`src/rtl/user_clock_monitor_if.sv`:
```
// User-clock monitor bundle: the incoming user clock and the status it produces.
// The monitor takes the master side; status consumers (and the clock source) take the slave side.
interface user_clock_monitor_if;
  logic        CLK_USER;
  logic [15:0] PERIOD;
  logic [15:0] HIGH_TIME;
  logic        PERIOD_VLD;
  logic        LOCKED;
  logic        LOST;
  logic [7:0]  BAD_CNT;
  logic        RST_USER_OUT;

  modport master (
    input  CLK_USER,
    output PERIOD, HIGH_TIME, PERIOD_VLD, LOCKED, LOST, BAD_CNT, RST_USER_OUT
  );

  modport slave (
    output CLK_USER,
    input  PERIOD, HIGH_TIME, PERIOD_VLD, LOCKED, LOST, BAD_CNT, RST_USER_OUT
  );
endinterface

```
`src/rtl/user_clock_monitor.sv`:
```
// Receive-side user-clock checker: measures period/high time of CLK_USER in
// CLK_IN cycles, locks after a run of in-tolerance periods, flags clock loss
// and holds the user-logic reset until the clock has been stable long enough.
module user_clock_monitor #(
  parameter int NOM_PERIOD = 50,
  parameter int TOL        = 2,
  parameter int LOCK_COUNT = 8,
  parameter int RST_HOLD   = 5,
  parameter int TIMEOUT    = 100
) (
  input  logic                 CLK_IN,
  input  logic                 RST,
  user_clock_monitor_if.master ucm
);

  localparam logic [15:0] P_LO   = 16'(NOM_PERIOD - TOL);
  localparam logic [15:0] P_HI   = 16'(NOM_PERIOD + TOL);
  localparam logic [15:0] T_OUT  = 16'(TIMEOUT);
  localparam logic [7:0]  LC_N   = 8'(LOCK_COUNT);
  localparam logic [7:0]  RH_N   = 8'(RST_HOLD);

  typedef enum logic [1:0] {IDLE, MEASURE, HOLD, RUN} state_t;

  state_t      state_q, state_d;
  logic        s1_q, s2_q, s3_q;
  logic [15:0] cnt_q, period_q, high_q;
  logic        vld_q, lost_q, seen_q;
  logic        locked_q, rst_user_q;
  logic [7:0]  bad_q, bad_d, good_q, good_d, hold_q, hold_d;
  logic [7:0]  bad_inc;
  logic        rise, fall, period_evt, good, timeout;

  // Edge pulses come from the last two synchronizer stages; s1 only absorbs metastability.
  assign rise       = s2_q & ~s3_q;
  assign fall       = ~s2_q & s3_q;
  // The arming rise after reset or loss has no previous rise to measure against.
  assign period_evt = rise & seen_q;
  assign good       = (cnt_q >= P_LO) && (cnt_q <= P_HI);
  // A rise landing on the timeout count wins: it is judged as a (bad) period instead.
  assign timeout    = (state_q != IDLE) && (cnt_q == T_OUT) && !rise;
  assign bad_inc    = (bad_q == 8'hFF) ? bad_q : bad_q + 8'd1;

  // Synchronizer, interval counter and measurement registers.
  always_ff @(posedge CLK_IN) begin
    if (RST) begin
      s1_q     <= 1'b0;
      s2_q     <= 1'b0;
      s3_q     <= 1'b0;
      cnt_q    <= 16'd0;
      period_q <= 16'd0;
      high_q   <= 16'd0;
      vld_q    <= 1'b0;
      lost_q   <= 1'b0;
      seen_q   <= 1'b0;
    end else begin
      s1_q <= ucm.CLK_USER;
      s2_q <= s1_q;
      s3_q <= s2_q;
      if (rise) begin
        cnt_q <= 16'd1;
      end else if (cnt_q != 16'hFFFF) begin
        cnt_q <= cnt_q + 16'd1;
      end
      if (fall && seen_q) begin
        high_q <= cnt_q;
      end
      vld_q <= period_evt;
      if (period_evt) begin
        period_q <= cnt_q;
      end
      if (rise) begin
        seen_q <= 1'b1;
        lost_q <= 1'b0;
      end else if (timeout) begin
        seen_q <= 1'b0;
        lost_q <= 1'b1;
      end
    end
  end

  // Lock FSM state, counters and the status flags registered from next-state.
  always_ff @(posedge CLK_IN) begin
    if (RST) begin
      state_q    <= IDLE;
      good_q     <= 8'd0;
      hold_q     <= 8'd0;
      bad_q      <= 8'd0;
      locked_q   <= 1'b0;
      rst_user_q <= 1'b1;
    end else begin
      state_q    <= state_d;
      good_q     <= good_d;
      hold_q     <= hold_d;
      bad_q      <= bad_d;
      locked_q   <= (state_d == HOLD) || (state_d == RUN);
      rst_user_q <= (state_d != RUN);
    end
  end

  // Next-state: count good periods to lock, count rising edges to release reset, drop on bad or lost clock.
  always_comb begin
    state_d = state_q;
    good_d  = good_q;
    hold_d  = hold_q;
    bad_d   = bad_q;
    case (state_q)
      IDLE: begin
        if (rise) begin
          state_d = MEASURE;
          good_d  = 8'd0;
        end
      end
      MEASURE: begin
        if (period_evt) begin
          if (good) begin
            good_d = good_q + 8'd1;
            if (good_q + 8'd1 == LC_N) begin
              state_d = HOLD;
              hold_d  = 8'd0;
            end
          end else begin
            good_d = 8'd0;
            bad_d  = bad_inc;
          end
        end
      end
      HOLD: begin
        if (period_evt) begin
          if (good) begin
            hold_d = hold_q + 8'd1;
            if (hold_q + 8'd1 == RH_N) begin
              state_d = RUN;
            end
          end else begin
            state_d = MEASURE;
            good_d  = 8'd0;
            bad_d   = bad_inc;
          end
        end
      end
      RUN: begin
        if (period_evt && !good) begin
          state_d = MEASURE;
          good_d  = 8'd0;
          bad_d   = bad_inc;
        end
      end
      default: state_d = IDLE;
    endcase
    if (timeout) begin
      state_d = IDLE;
    end
  end

  assign ucm.PERIOD       = period_q;
  assign ucm.HIGH_TIME    = high_q;
  assign ucm.PERIOD_VLD   = vld_q;
  assign ucm.LOCKED       = locked_q;
  assign ucm.LOST         = lost_q;
  assign ucm.BAD_CNT      = bad_q;
  assign ucm.RST_USER_OUT = rst_user_q;

endmodule

```
`src/flat_wrapper.sv`:
```
// flat-port wrapper written by rule: the top's interface ports become plain ports
module user_clock_monitor_flat 
#(
  parameter int NOM_PERIOD = 50,
  parameter int TOL        = 2,
  parameter int LOCK_COUNT = 8,
  parameter int RST_HOLD   = 5,
  parameter int TIMEOUT    = 100
)
  (CLK_IN, RST, ucm_CLK_USER, ucm_PERIOD, ucm_HIGH_TIME, ucm_PERIOD_VLD, ucm_LOCKED, ucm_LOST, ucm_BAD_CNT, ucm_RST_USER_OUT);
  user_clock_monitor_if ucm_i ();
  input  logic CLK_IN;
  input  logic RST;
  input wire logic [$bits(ucm_i.CLK_USER)-1:0] ucm_CLK_USER;
  output wire logic [$bits(ucm_i.PERIOD)-1:0] ucm_PERIOD;
  output wire logic [$bits(ucm_i.HIGH_TIME)-1:0] ucm_HIGH_TIME;
  output wire logic [$bits(ucm_i.PERIOD_VLD)-1:0] ucm_PERIOD_VLD;
  output wire logic [$bits(ucm_i.LOCKED)-1:0] ucm_LOCKED;
  output wire logic [$bits(ucm_i.LOST)-1:0] ucm_LOST;
  output wire logic [$bits(ucm_i.BAD_CNT)-1:0] ucm_BAD_CNT;
  output wire logic [$bits(ucm_i.RST_USER_OUT)-1:0] ucm_RST_USER_OUT;
  assign ucm_i.CLK_USER = ucm_CLK_USER;
  assign ucm_PERIOD = ucm_i.PERIOD;
  assign ucm_HIGH_TIME = ucm_i.HIGH_TIME;
  assign ucm_PERIOD_VLD = ucm_i.PERIOD_VLD;
  assign ucm_LOCKED = ucm_i.LOCKED;
  assign ucm_LOST = ucm_i.LOST;
  assign ucm_BAD_CNT = ucm_i.BAD_CNT;
  assign ucm_RST_USER_OUT = ucm_i.RST_USER_OUT;
  user_clock_monitor #(.NOM_PERIOD(NOM_PERIOD), .TOL(TOL), .LOCK_COUNT(LOCK_COUNT), .RST_HOLD(RST_HOLD), .TIMEOUT(TIMEOUT)) u_core (.CLK_IN(CLK_IN), .RST(RST), .ucm(ucm_i));
endmodule
```
`config.mk`:
```
export PLATFORM = sky130hd
export DESIGN_NAME = user_clock_monitor_flat
export DESIGN_NICKNAME = d
export VERILOG_FILES = /design/src/rtl/user_clock_monitor_if.sv /design/src/rtl/user_clock_monitor.sv /design/src/flat_wrapper.sv
export SDC_FILE = /design/constraint.sdc
export NUM_CORES = 1
export LEC_CHECK = 0
export CORE_ASPECT_RATIO = 2
export CORE_MARGIN = 1
export CORE_UTILIZATION = 40
export DETAILED_ROUTE_END_ITERATION = 10
export PLACE_DENSITY = 0.72
export SLEW_MARGIN = 10
export SYNTH_ARGS = -nofsm -noshare
export SYNTH_HDL_FRONTEND = slang
export SYNTH_SLANG_ARGS = --single-unit
```
`constraint.sdc`:
```
create_clock -name CLK_IN -period 2.9 [get_ports CLK_IN]
set_input_delay 0.58 -clock CLK_IN [delete_from_list [all_inputs] [get_ports CLK_IN]]
set_output_delay 0.58 -clock CLK_IN [all_outputs]
set_load 0.01 [all_outputs]
```
Word level (Yosys, flattened, before mapping)
Cells that the tools add are included.
- register bits: 82
- latch bits: 0
- memory bits (writable): 0
- memory bits (read-only): 0
- output and inout port bits: 44
- word-level logic and storage cells: 99
- memories kept: 0
- add/subtract/negate cells: 4
- $mul: 0
- divide/modulo/power cells: 0
- magnitude comparators: 2
- equal/unequal tests: 21
- shift-type cells: 0
- mux-type cells: 32
- bitwise operators: 5
- reduce and logical (&&, ||, !) cells: 19
- operator list (kind ; number):
    $mux 8 ; 15
    $pmux 8 s2 ; 2
    $pmux 8 s4 ; 1
    $add 8x1->8 const B ; 3
    $mux 2 ; 9
    $add 16x1->16 const B ; 1
    $eq 16x7->1 const B ; 1
    $ge 16x6->1 const B ; 1
    $le 16x6->1 const B ; 1
    $ne 16x16->1 const B ; 1
    $ne 2x1->1 const B ; 8
    $reduce_bool 2->1 ; 5
    $eq 2x2->1 const B ; 4
    $eq 8x3->1 const B ; 1
    $eq 8x4->1 const B ; 1
    $eq 8x8->1 const B ; 1
    $pmux 2 s4 ; 1
    $ne 2x2->1 const B ; 3
    $reduce_and 6->1 ; 1
    $logic_and 1x1->1 ; 5
    $reduce_and 5->1 ; 1
    $mux 1 ; 4
    $reduce_and 4->1 ; 1
    $reduce_or 2->1 ; 2
    other kinds (6) ; 10

Logic depth before layout (Yosys ltp)
Gate-level depths: netlist (run 1).
- depth in word-level cells: 9
- mapped depth: 8
- mapped depth without buffers: 8

Least setup slack after synthesis (run 1)
No wires, ideal clock.
- path kind: register to register
- from: register u_core.cnt_q[0]
- to: register u_core.bad_q[5] (netlist: u_core.ucm.BAD_CNT[5])
- library setup time: 74 ps
- data arrival time: 1872 ps
- required time: 2826 ps
- setup slack: 954 ps
- cell stages (with the launch flop): 9
- buffers on the path: 0
- clock period less this slack: 1946 ps
- path through: dfxtp_1 -> inv_1 -> ha_1 -> and2b_1 -> nor2_1 -> a21oi_2 -> o211ai_1 -> or4_1 -> o21ai_0
- longest elaborated chain between the ends: 6
- RTL lines (item ; RTL line ; text):
    start, declared ; user_clock_monitor.sv:26 ; logic [15:0] cnt_q, period_q, high_q;
    start signal, assigned ; user_clock_monitor.sv:62 ; cnt_q <= cnt_q + 16'd1;
    $ge 16x6->1 or $le 16x6->1 (tied branches) ; user_clock_monitor.sv:38 ; assign good = (cnt_q >= P_LO) && (cnt_q <= P_HI);
    $logic_and 1x1->1 * ; user_clock_monitor.sv:38 ;
    $logic_not 1->1 ; user_clock_monitor.sv:142 ; if (period_evt && !good) begin
    $logic_and 1x1->1 ; user_clock_monitor.sv:142 ;
    $ne 2x1->1 (no line) ; -- ;
    $reduce_and 4->1 (no line) * ; -- ;
    end signal, assigned ; user_clock_monitor.sv:87 ; bad_q <= 8'd0;
    end signal, assigned ; user_clock_monitor.sv:94 ; bad_q <= bad_d;
    end, declared ; user_clock_monitor.sv:29 ; logic [7:0] bad_q, bad_d, good_q, good_d, hold_q, hold_d;
Every way passes the cells marked *; elsewhere a longest branch is shown, timed or not.
A chain may end at the register's enable or synchronous reset.

Worst setup path in the final report (run 1)
Same ends and word-level chain as after synthesis.

==> results of run 1 <==
[how the worst min path moves through the flow]
stage                start          end  slack [ns]  cells after the start
2_1_floorplan  u_core.s1_q  u_core.s2_q        0.41                      1
3_3_place_gp   u_core.s1_q  u_core.s2_q        0.42                      1
3_5_place_dp   u_core.s1_q  u_core.s2_q        0.43                      1
4_1_cts        u_core.s1_q  u_core.s2_q        0.44                      1
5_1_grt        u_core.s1_q  u_core.s2_q        0.46                      1
6_report       u_core.s1_q  u_core.s2_q        0.44                      1
[area by class of cell]
cell class / count / area share
Timing Repair Buffer: 51 / 0.1063
Clock buffer: 12 / 0.05530
Multi-Input combinational cell: 341 / 0.4343
Inverter: 14 / 0.01133
Clock inverter: 4 / 0.01079
Tap cell: 104 / 0.02806
Sequential cell: 82 / 0.3539
[kinds of logic (layout without fill, tap and decap cells)]
group	after synthesis	count (layout)	share of synthesized area
muxes	2	2	0.005262
AOI/OAI and AO/OA	98	98	0.1546
and+or+nand+nor	208	208	0.2818
buffers and inverters	36	81	0.03913
adders and majority gates	12	12	0.03946
DFF	82	82	0.4314
xor gates and xnor gates	21	21	0.04834
[power by group]
part / total, uW / internal [uW] / leakage, uW / switching (uW)
Combinational: 481 / 182 / 0.000823 / 299
Clock: 1160 / 712 / 0.000145 / 444
Sequential: 1220 / 1170 / 0.000662 / 47.3
Total: 2850 / 2060 / 0.00163 / 791
[worst max-delay path, delay by kind of cell (launching register included)]
kind | cells | cell delay [ns]
adders and majority gates | 1 | 0.21
DFF | 1 | 0.41
AOI/OAI and AO/OA | 3 | 0.68
and+or+nand+nor | 3 | 0.78
buffers and inverters | 1 | 0.10
[stage by stage]
stage | std cells | utilization | power, uW
after floorplan | 459 | - | 1571
after global placement | 592 | 0.4647 | 1694
after detailed placement | 592 | 0.4647 | 1713
after CTS | 608 | 0.4976 | 2868
after global routing | 608 | 0.4976 | 2975
final | 608 | 0.4976 | 2853
[registers in the layout, indices dropped and copies added, names as in the netlist]
signal / cells
u_core.ucm.PERIOD: 16
u_core.ucm.LOST: 1
u_core.ucm.PERIOD_VLD: 1
u_core.s1_q: 1
u_core.state_q: 2
u_core.ucm.BAD_CNT: 8
u_core.seen_q: 1
u_core.good_q: 8
u_core.ucm.LOCKED: 1
u_core.ucm.RST_USER_OUT: 1
u_core.ucm.HIGH_TIME: 16
u_core.s2_q: 1
u_core.cnt_q: 16
u_core.s3_q: 1
u_core.hold_q: 8
[layout by cell type, fill, tap and decap left out, types with 3 or more instances in the layout]
master           count
o211ai_1             4
a211oi_1             4
nand2_1             78
xnor2_1             12
o211a_1              3
nor3b_1              3
and4_1               3
nor3_1               8
o2111ai_1            3
o21ai_0             16
and3_1               5
and2_1               3
buf_4                5
nor2b_1              9
nand2b_1             4
xor2_1               9
clkdlybuf4s50_1     45
nor4_1               3
or3_1                5
inv_1               14
dfxtp_1             82
ha_1                12
a21oi_1             52
clkbuf_16            9
nand3_1             13
nand3b_1             4
nor2_1              45
nand4_1              6
[routing by layer]
layer | GRT usage | vias to the layer above | routed length (um)
met5 | 0 | - | 0
met4 | 0.09789 | 0 | 240
met3 | 0.03957 | 18 | 319
met2 | 0.3593 | 88 | 5011
met1 | 0.1885 | 1544 | 3501
li1 | - | 1664 | -
==> results.toml, run 1 <==
[synth]
ys_ff_latch = 82
yosys_warnings = 0
avgSynthCellArea_sq_um = 8.290
synthesis.nets = 474
yosysSeqAreaShare = 0.4314
synth_commonest_cells = "dfxtp_1 (82), nand2_1 (78), a21oi_1 (52), nor2_1 (45), o21ai_0 (16)"
synth_ff_type = "dfxtp_1"
yosys.cell_count.top_type = "dfxtp_1"
synth_top_area_share = 0.4314
synth_area_sq_um = 3805
ys_types = 57
synthArstFlopShare = 0
synth_area_leader_cell = "dfxtp_1"
syn_inst = 459
synth_edf_count = 0
synth_area_leaders = "dfxtp_1 (43%), nand2_1 (7.7%), a21oi_1 (6.8%), nor2_1 (4.4%), ha_1 (3.9%)"

[clocking]
cts_setup_buffers = 0
htree_levels = 3
clock_latency_ns = 0.34
cts_sinks = 82
root_buffer = "clkbuf_16"
cts_resized = 0
clk_pin_slew_ns = 0.06
postCtsHoldBufs = 0
numCtsBuffers = 9
cts_tree = "yes"
clock_path_buffers = 2

[finish]
insertedDiodeCount = 0
nets = 514
area_growth_pct = 21.90
n_fill_cell = 904
seqCellArea_sq_um = 1642
multi_input_area_sq_um = 2014
drive_gt1_frac = 0.06944
stdcell_area_sq_um = 4638

[timing]
clock.fmax_ghz = 0.4453
fin_skew_ns = 0.004702
worst_pin_slew_ns = 0.6620
setup_viol = 0
slew_viol_final = 0
fin_crit_sh = 0.7744
fin_ws_ns = 0.6541
period_minus_slack_ns = 2.246
relSlewSlack = 0.5573
rsz0062_at_grt = "false"
final-hold-violation-count = 0
tns_ns = 0
whs_ns = 0.4432

[critical_path]
worstSetupStartpointType = "register"
slowest_stage = "or4_1"
reg2reg_depth = 8
startpoint = "u_core.cnt_q[0]"
critical_path.max_fanout = 8
r2r_end = "u_core.ucm.BAD_CNT[5]"
rr_startpoint = "u_core.cnt_q[0]"
path_class = "reg -> reg"
rrSetupSlack_ns = 0.65
crit_required_ns = 3.17
cp.arrival_ns = 2.51
endpoint = "u_core.ucm.BAD_CNT[5]"
critical_path.cell_chain = "inv_1 > ha_1 > and2b_1 > nor2_1 > a21oi_2 > o211ai_1 > or4_1 > o21ai_0"
cpPeakStageDelay_ns = 0.43
cp-end-kind = "register"

[die]
io_pins = 47
rows = 50
initial_core_util = 0.4082
dieArea_sq_um = 9930
die_w_um = 70.97
die_height_um = 139.9
core_sq_um = 9321

[min_path]
hold_class = "reg -> reg"

[global_route]
first_global_vias = 3254
grt_pass1_wl_um = 14790
overflow = 0
grt_max_degree = 28
track_usage = 0.1898
antenna_found_initial = 0

[placement]
dp_hpwl_um = 6573
place_ws_ns = 0.6793
placed_cell_area_sq_um = 4332
portBuffers = 46
gp_congestion = 0.8609

[power]
power_density_nw_per_um2 = 615.2
max-vdd-ir-drop_uv = 478.3
leakage_uw = 0.001631

[detailed_routing]
wire_per_inst_um = 14.92
firstDrtPassIters = 7
antenna_left = 0
vias_per_cell = 5.451
dr_total_vias = 3314
route.detailed.drc = 5
drtIter0Drc = 192
drt_wl_total_um = 9072

[run_status]
violations = "design-rule violations"
outcome = "complete, but fails checks"

[job]
maxCapViolCount = 0
(Power assumes the default switching activity.)
==> run 2, diff against run 1 <==
- PLACE_DENSITY: 0.72 -> 0.74
- clock period: 2.9 -> 1.91 ns (I/O delays scaled with it)
==> run 2 against run 1 <==
The run ends with design-rule violations, negative setup slack left. Sequential cell count stayed put. First-iteration DRC count up 14%. Final area increased by 15%. Global-route usage grew 2.4 points. Sequential power is 51% higher. Maximum frequency grew 10%. Final cell count rose by 11%. Sequential share of layout area down 4.4 points. Routed wire length rose by 13%. Count of clock-buffer cells in the layout unchanged. Die area is the same. Critical endpoint is now u_core.state_q[0]. Largest cell class unchanged.
==> results.toml, run 2 (synthesized netlist as in run 1, its figures left out) <==
[power]
power_density_nw_per_um2 = 901.2
max-vdd-ir-drop_uv = 654.9
leakage_uw = 0.001980

[timing]
setup_viol = 4
fin_ws_ns = -0.1263
rsz0062_at_grt = "true"
fin_crit_sh = 1.066
worst_pin_slew_ns = 0.6137
relSlewSlack = 0.5896
final-hold-violation-count = 0
tns_ns = -0.1931
clock.fmax_ghz = 0.4911
period_minus_slack_ns = 2.036
fin_skew_ns = 0.008937
slew_viol_final = 0
whs_ns = 0.3658

[global_route]
antenna_found_initial = 0
grt_pass1_wl_um = 16550
grt_max_degree = 35
first_global_vias = 3610
gr-usage-met2 = 0.4038
grt_most_used_layer = "met2"
overflow = 0
met3_usage = 0.04245
track_usage = 0.2143
grt_use_met1 = 0.2107

[min_path]
min_from = "RST"
hold_class = "in -> reg"
hold_end = "u_core.cnt_q[0]"
min_path_cells = 2

[die]
core_sq_um = 9321
die_w_um = 70.97
die_height_um = 139.9
initial_core_util = 0.4082
io_pins = 47
dieArea_sq_um = 9930
rows = 50

[clocking]
cts_sinks = 82
clk_pin_slew_ns = 0.06
numCtsBuffers = 9
root_buffer = "clkbuf_16"
clock_path_buffers = 2
clock_latency_ns = 0.34
postCtsHoldBufs = 0
htree_levels = 3
cts_tree = "yes"

[placement]
dp_hpwl_um = 7210
portBuffers = 46
dp_cells = 646
placed_cell_area_sq_um = 4738
gp_congestion = 0.9048

[critical_path]
rrSetupSlack_ns = -0.13
rr_startpoint = "u_core.cnt_q[1]"
path_class = "reg -> reg"
crit_family = "simple AND/OR/NAND/NOR gates"
slowest_stage = "a2111o_1"
cpPeakStageDelay_ns = 0.40
r2r_end = "u_core.state_q[0]"
worstSetupStartpointType = "register"
path_depth = 8
reg2reg_depth = 8
cp.arrival_ns = 2.27
cp-end-kind = "register"
crit_required_ns = 2.14
critical_path.cell_chain = "inv_2 > ha_4 > and2b_2 > nor4_4 > nand3_2 > o211a_1 > a2111o_1 > and3b_1"
worst-path-buf-inv = 1
critical_path.max_fanout = 2

[detailed_routing]
firstDrtPassIters = 7
drtIter0Drc = 218
wire_per_inst_um = 15.23
antenna_left = 0
dr_total_vias = 3686
route.detailed.drc = 5
vias_per_cell = 5.485
drt_wl_total_um = 10230

[run_status]
violations = "design-rule violations, negative setup slack"
outcome = "complete, but fails checks"

[finish]
stdcell_area_sq_um = 5313
n_fill_cell = 809
stdcell_count = 672
drive_gt1_frac = 0.2201
area_growth_pct = 39.63
layout_common_cells = "nand2_1 (78), dfxtp_1 (78), buf_4 (66)"
insertedDiodeCount = 0
nets = 578

[job]
maxCapViolCount = 0
run 2: layout make-up:
| type | count | area (sq um) | area share |
|---|---|---|---|
| inverter | 14 | 52.55 | 0.009892 |
| tap | 104 | 130.1 | 0.02449 |
| timing repair buffer | 115 | 984.7 | 0.1854 |
| clock inverter | 4 | 73.82 | 0.01390 |
| sequential | 82 | 1647 | 0.3099 |
| multi-input combinational | 341 | 2168 | 0.4081 |
| clock buffer | 12 | 256.5 | 0.04828 |
run 2: power by group:
group	internal (uW)	leakage (uW)	switching, uW
Clock	1220	0.000163	684
Combinational	468	0.00115	582
Sequential	1780	0.000664	62.3
Total	3460	0.00198	1330
run 2: how the worst max path moves through the flow:
stage / startpoint / to / slack, ns
after floorplan: u_core.cnt_q[1] / u_core.ucm.BAD_CNT[5] / 0.007
after global placement: u_core.hold_q[0] / u_core.state_q[0] / -0.04
after detailed placement: u_core.hold_q[0] / u_core.state_q[0] / -0.09
after CTS: u_core.cnt_q[0] / u_core.state_q[0] / -0.05
after global routing: u_core.cnt_q[1] / u_core.state_q[0] / -0.19
final: u_core.cnt_q[1] / u_core.state_q[0] / -0.13
run 2: worst register-to-register path: stages, from the launching register on:
cell,delay [ns]
dfxtp_2,0.33
inv_2,0.07
ha_4,0.13
and2b_2,0.23
nor4_4,0.24
nand3_2,0.12
o211a_1,0.23
a2111o_1,0.40
and3b_1,0.17
run 2: timing repair:
action,4_1_cts,5_1_grt
resized for setup,8,30
buffers inserted,2,8
setup endpoints to repair,17,36
pin swaps,3,19
run 2: per-stage QoR:
stage                     total power (uW)    util  setup slack, ns
after floorplan                       2385       -         0.006738
after global placement                2773  0.5083         -0.04041
after detailed placement              2820  0.5083         -0.09367
after CTS                             4745  0.5485         -0.05181
after global routing                  5018  0.5699          -0.1881
final                                 4788  0.5699          -0.1263
run 2: metal layers:
layer	vias to the layer above	part of all wire
met5	-	0
met4	0	0.040
met3	33	0.031
met2	98	0.56
met1	1753	0.37
li1	1802	-
